**config.mk**
```make
export PLATFORM = sky130hd
export DESIGN_NAME = bit_pattern_serializer
export DESIGN_NICKNAME = d
export VERILOG_FILES = /design/src/rtl/fsm_pkg.sv /design/src/rtl/down_counter.sv /design/src/rtl/bit_pattern_serializer.sv
export SDC_FILE = /design/constraint.sdc
export NUM_CORES = 1
export LEC_CHECK = 0
export CORE_UTILIZATION = 42
export CTS_BUF_LIST = sky130_fd_sc_hd__clkbuf_4 sky130_fd_sc_hd__clkbuf_8
export CTS_CLUSTER_DIAMETER = 150
export DETAILED_ROUTE_END_ITERATION = 7
export PLACE_DENSITY = 0.66
export SETUP_SLACK_MARGIN = 0.2
export SYNTH_ARGS = -nofsm -noshare
export SYNTH_HDL_FRONTEND = slang
export SYNTH_HIERARCHICAL = 1
export SYNTH_SLANG_ARGS = --single-unit
```
**constraint.sdc**
```tcl
create_clock -name clk -period 2.19 [get_ports clk]
set_input_delay 0.438 -clock clk [delete_from_list [all_inputs] [get_ports clk]]
set_output_delay 0.438 -clock clk [all_outputs]
set_load 0.05 [all_outputs]
```
**src/rtl/fsm_pkg.sv**
```systemverilog
// Shared definitions for the serializer and the sequence-detector FSM family:
// state encodings, the common idle level, and a counter-width helper.
package fsm_pkg;

   localparam logic [1:0] S_IDLE  = 2'b00;
   localparam logic [1:0] S_SHIFT = 2'b01;
   localparam logic [1:0] S_GAP   = 2'b10;

   localparam bit IDLE_LEVEL_DEFAULT = 1'b0;

   typedef enum logic [1:0] {
      ST_IDLE  = S_IDLE,
      ST_SHIFT = S_SHIFT,
      ST_GAP   = S_GAP
   } state_t;

   // The gap counter holds GAP-1, so it never needs more than clog2(GAP) bits.
   function automatic int gap_count_width(input int gap);
      return (gap > 1) ? $clog2(gap) : 1;
   endfunction

endpackage

```
**src/rtl/down_counter.sv**
```systemverilog
// Loadable down-counter with a zero flag; it stops at zero rather than wrapping.
module down_counter #(
   parameter int W = 4
) (
   input  logic         clk,
   input  logic         Resetn,
   input  logic         load,
   input  logic [W-1:0] load_value,
   input  logic         dec,
   output logic         zero
);

   logic [W-1:0] count;

   always_ff @(posedge clk or negedge Resetn) begin
      if (!Resetn) begin
         count <= '0;
      end else if (load) begin
         count <= load_value;
      end else if (dec && (count != '0)) begin
         count <= count - W'(1);
      end
   end

   assign zero = (count == '0);

endmodule

```
**src/rtl/bit_pattern_serializer.sv**
```systemverilog
// Parallel-in, serial-out pattern source feeding the detector FSM's w input,
// with an optional idle gap and a one-cycle done pulse after every frame.
module bit_pattern_serializer
   import fsm_pkg::*;
#(
   parameter int WIDTH      = 16,
   parameter int GAP        = 1,
   parameter bit IDLE_LEVEL = IDLE_LEVEL_DEFAULT,
   parameter bit MSB_FIRST  = 1'b1,
   localparam int LW        = $clog2(WIDTH + 1)
) (
   input  logic             clk,
   input  logic             Resetn,
   input  logic             load_valid,
   output logic             load_ready,
   input  logic [WIDTH-1:0] load_data,
   input  logic [LW-1:0]    load_len,
   output logic             w,
   output logic             w_valid,
   output logic             busy,
   output logic             done
);

   localparam int             GW       = gap_count_width(GAP);
   localparam logic [LW-1:0]  WIDTH_L  = LW'(WIDTH);
   localparam logic [GW-1:0]  GAP_LOAD = (GAP > 0) ? GW'(GAP - 1) : '0;

   state_t           state;
   logic [WIDTH-1:0] shreg;
   logic [WIDTH-1:0] aligned;
   logic [LW-1:0]    eff_len;
   logic             take;
   logic             bit_zero;
   logic             gap_zero;

   assign load_ready = (state == ST_IDLE);
   assign busy       = ~load_ready;
   assign take       = load_valid & load_ready;

   // MSB-first frames are left-justified so bit L-1 always leaves from the top.
   always_comb begin
      eff_len = ((load_len == '0) || (load_len > WIDTH_L)) ? WIDTH_L : load_len;
      aligned = load_data;
      if (MSB_FIRST) begin
         aligned = load_data << (WIDTH_L - eff_len);
      end
   end

   // Holds the number of bits still to follow the one currently on w.
   down_counter #(.W(LW)) u_bit_cnt (
      .clk        (clk),
      .Resetn     (Resetn),
      .load       (take),
      .load_value (eff_len - LW'(1)),
      .dec        (state == ST_SHIFT),
      .zero       (bit_zero)
   );

   down_counter #(.W(GW)) u_gap_cnt (
      .clk        (clk),
      .Resetn     (Resetn),
      .load       ((state == ST_SHIFT) && bit_zero),
      .load_value (GAP_LOAD),
      .dec        (state == ST_GAP),
      .zero       (gap_zero)
   );

   always_ff @(posedge clk or negedge Resetn) begin
      if (!Resetn) begin
         state   <= ST_IDLE;
         shreg   <= '0;
         w       <= IDLE_LEVEL;
         w_valid <= 1'b0;
         done    <= 1'b0;
      end else begin
         done <= 1'b0;
         case (state)
            ST_IDLE: begin
               if (take) begin
                  state   <= ST_SHIFT;
                  w       <= MSB_FIRST ? aligned[WIDTH-1] : aligned[0];
                  shreg   <= MSB_FIRST ? (aligned << 1) : (aligned >> 1);
                  w_valid <= 1'b1;
               end
            end
            ST_SHIFT: begin
               if (bit_zero) begin
                  w       <= IDLE_LEVEL;
                  w_valid <= 1'b0;
                  done    <= 1'b1;
                  state   <= (GAP > 0) ? ST_GAP : ST_IDLE;
               end else begin
                  w     <= MSB_FIRST ? shreg[WIDTH-1] : shreg[0];
                  shreg <= MSB_FIRST ? (shreg << 1) : (shreg >> 1);
               end
            end
            ST_GAP: begin
               if (gap_zero) begin
                  state <= ST_IDLE;
               end
            end
            default: state <= ST_IDLE;
         endcase
      end
   end

endmodule

```
==> metrics.md <==
| Metric | Value |
|---|---|
| Status | finished with violations |
| Failing checks | setup timing |
| F_max | 353 MHz |
| Initial core utilization | a little over two fifths |
| Initial antenna violation count | 0 |
| Total GRT Usage | 25.7% |
| Ys Warns | 6 |
| DP HPWL | around 5000 um |
| Ys async rst share | between 90% and 100% |
| Final setup fails | 18 |
| Skew-Pair Late Insertion Delay | 0.27 ns |
| Crit path launch type | primary input |
| Worst Max-Slew Pin Slew | 0.574 ns |
| Largest net degree at the start of global routing | 27 |
| Post-synthesis mux area share | 15.1% |
| Root buffer cell | clkbuf_8 |
| Vias | 2331 |
| Post-layout util | about two thirds |
| Placed Cells | 390 |
| Vias/cell | between 5 and 6 |
| Clock-pin slew on the worst setup and hold paths | ~0.09 ns |
| # port buffers | 28 |
| Area growth from synthesis to layout | 55.1% |
| Worst EP required | roughly 2.3 ns |
| Syn Std Cell Area | 0.00224 sq mm |
| TritonCTS buffer count | 3 |
| Syn Inst Count | 259 |
| Core area | 0.00511 sq mm |
| Hold Path Class | flip-flop to flip-flop |
| Total wire length | between 6000 and 7000 um |
| Netlist cell types | 65 |
| #FFs+latches synth | 26 |
| Drt drc | 0 |
| WS Path Type | primary input to flip-flop |
| CP max FO | 3 |
| Fin. Hold Viols | 0 |
| Synth Area in Compound Gates | around a quarter |
| First-pass GRT wire length | 10800 um |
| Die height | 75.0 um |
| Row count | 26 |
| Leakage Power | 1.50 nW |
| Max_cap viols | 0 |
| Max clock buf depth | 2 |
| NumNets Final | 368 |
| GPL Wtd Cong | 0.843 |
| PwrDens | ~970 mW/mm^2 |
| Max VDD drop | 0.463 mV |
| Sum of negative setup slack | -8.73 ns |
| Hold Buf Count CTS | 0 |
| DRT iter0 DRCs | 152 |
| RSZ-0062 raised after global routing | yes |
| Register area share after synthesis | 29.1% |
| Synth Net Count | ~290 |
| XOR/XNOR Fraction of Synth Area | 0.783% |
| Pre-Repair DR Iteration Count | 4 |
| Die footprint | 0.00563 sq mm |
| Slew HR | 61.6% |
| Remaining antenna violation count | 0 |
| Worst Setup End Kind | flip-flop |
| Layout cells sized above 1 | 42.8% |
| Post-Synth Simple-Gate Area | 23.0% |
| Clk_skew | 0.00172 ns |
| H-Tree Depth | 1 |
| Adder-cell share of the synthesized area | around 1.7% |
| WP data arrival | 2.98 ns |
| Sink Count | 26 |
| Number of I/O pins | 29 |
| Final setup margin | -0.644 ns |
| Number of flops mapped to enable cells by yosys | 0 |
| Syn_area_per_cell | approximately 8.6 sq um |
| TritonCTS clock tree | done |
| ANT cells | 0 |
| Most used DFF post-synth | dfrtp_1 |
| Horiz. Die Dim | roughly 75 um |
| Vias in the first global route | 2259 |
| Period utilization | 129% |
| WL/cell | 17.0 um |
| Total gr overflow | 0 |
| Main combinational cell family by area after synthesis | compound AO/OA/AOI/OAI gates |
| Max-slew violations | 0 |
| Final non-filler cell total | 409 |
| Shortest period the worst path allows | 2.83 ns |
## synthesized netlist by cell type, types with 3 or more instances
| master | n | area, sq um |
|---|---|---|
| mux2i_1 | 9 | 90.1 |
| or3_1 | 4 | 25.0 |
| clkbuf_1 | 13 | 48.8 |
| o31ai_1 | 3 | 22.5 |
| o21ai_0 | 5 | 25.0 |
| nor2b_1 | 6 | 37.5 |
| a31oi_1 | 4 | 25.0 |
| o21ai_1 | 5 | 25.0 |
| a21o_1 | 4 | 30.0 |
| inv_1 | 13 | 48.8 |
| and3_1 | 3 | 18.8 |
| o211ai_1 | 3 | 22.5 |
| mux4_2 | 10 | 225 |
| nand2_1 | 23 | 86.3 |
| dfrtp_1 | 26 | 651 |
| nand3_1 | 5 | 25.0 |
| inv_2 | 4 | 15.0 |
| a21oi_1 | 25 | 125 |
| ha_1 | 3 | 37.5 |
| nand2b_1 | 11 | 68.8 |
| nor2_1 | 22 | 82.6 |
| nand3b_1 | 3 | 22.5 |
## report_power, final
part           switching [W]  internal (W)  leakage, nW
clock network       0.000154      0.000124       0.0216
registers           0.000131      0.000702        0.322
logic                0.00114       0.00112         1.15
total                0.00142       0.00194         1.50
## path summary, 6_finish.rpt
| check | startpoint | endpoint | slack (ns) | depth (start not counted) |
|---|---|---|---|---|
| worst min register to register | w_valid$_DFFE_PN0P_ | w_valid$_DFFE_PN0P_ | 0.49 | 1 |
| min in group asynchronous | Resetn | done$_DFF_PN0_ | 0.53 | 2 |
| worst min-delay path | w_valid$_DFFE_PN0P_ | w_valid$_DFFE_PN0P_ | 0.49 | 1 |
| worst max-delay path | load_len[3] | w$_DFFE_PN0P_ | -0.64 | 12 |
| max in group asynchronous | Resetn | shreg[4]$_DFFE_PN0P_ | 1.40 | 2 |
| worst max register to register | u_bit_cnt/count[0]$_DFFE_PN0P_ | shreg[11]$_DFFE_PN0P_ | 0.04 | 9 |
## registers in the layout (all words and copies together) (netlist names)
name             cells
state                2
done                 1
u_bit_cnt/count      5
w                    1
u_gap_cnt/count      1
w_valid              1
shreg               15
## logic make-up after synthesis
family,after synthesis
flops,26
xor+xnor,2
fa+ha+maj,3
buf+inv,34
mux,21
other cells,1
compound gates,78
simple gates,94
## worst max-delay path, cell delays in order
cell,delay [ns]
buf_6,0.10
or4_4,0.55
ha_4,0.28
nor2b_4,0.17
inv_8,0.04
ha_4,0.16
buf_6,0.12
xnor2_4,0.20
mux4_2,0.53
mux2i_1,0.17
buf_4,0.15
o311ai_2,0.07
## per-layer routing
metal,vias up,GRT usage (%),wire [um]
li1,1115,-,-
met1,1123,32.6,2950
met2,81,45.9,3610
met3,12,2.01,239
met4,0,9.43,148
met5,-,0,0
## timing repair
action | CTS | global route
gates cloned | 1 | 0
buffers inserted | 14 | 1
hold endpoints to repair | 0 | 0
resized for setup | 61 | 29
setup endpoints to repair | 22 | 21
pin swaps | 19 | 10
## stage by stage
step                hold WS, ns  setup WS, ns  power (W)  cell area [sq um]
CTS                       0.491        -0.658    0.00325               3360
floorplan                 0.142        -0.943    0.00220               2390
finish                    0.488        -0.644    0.00336               3470
global placement          0.461         -1.21    0.00273               3010
global route              0.520        -0.693    0.00357               3470
detailed placement        0.471         -1.26    0.00278               3010
## layout by cell type, fill, tap and decap left out, types with 3 or more instances in the layout
cell type        count
nand2_2              3
a21oi_2              6
nand2_1             20
buf_4               46
nor2_1              19
mux2i_1              7
clkbuf_8             3
nand2b_1             7
inv_1               10
clkdlybuf4s50_1     22
nor2b_4              3
a21oi_1             17
buf_6               18
nand3_1              5
a21oi_4              3
o31ai_1              3
and3_1               3
a21o_1               3
nand2b_4             4
nand3b_1             3
mux4_2              10
inv_4                3
dfrtp_1             26
a31oi_1              4
o211ai_1             3
o21ai_1              6
## area by class of cell
| class | instances | area [sq um] |
|---|---|---|
| inverters | 17 | 83.8 |
| flip-flops and latches | 26 | 651 |
| multi-input cells | 199 | 1720 |
| well taps | 70 | 87.6 |
| repair buffers | 94 | 885 |
| fillers | 404 | 1640 |
| clock buffers | 3 | 41.3 |
(Power assumes the default switching activity.)
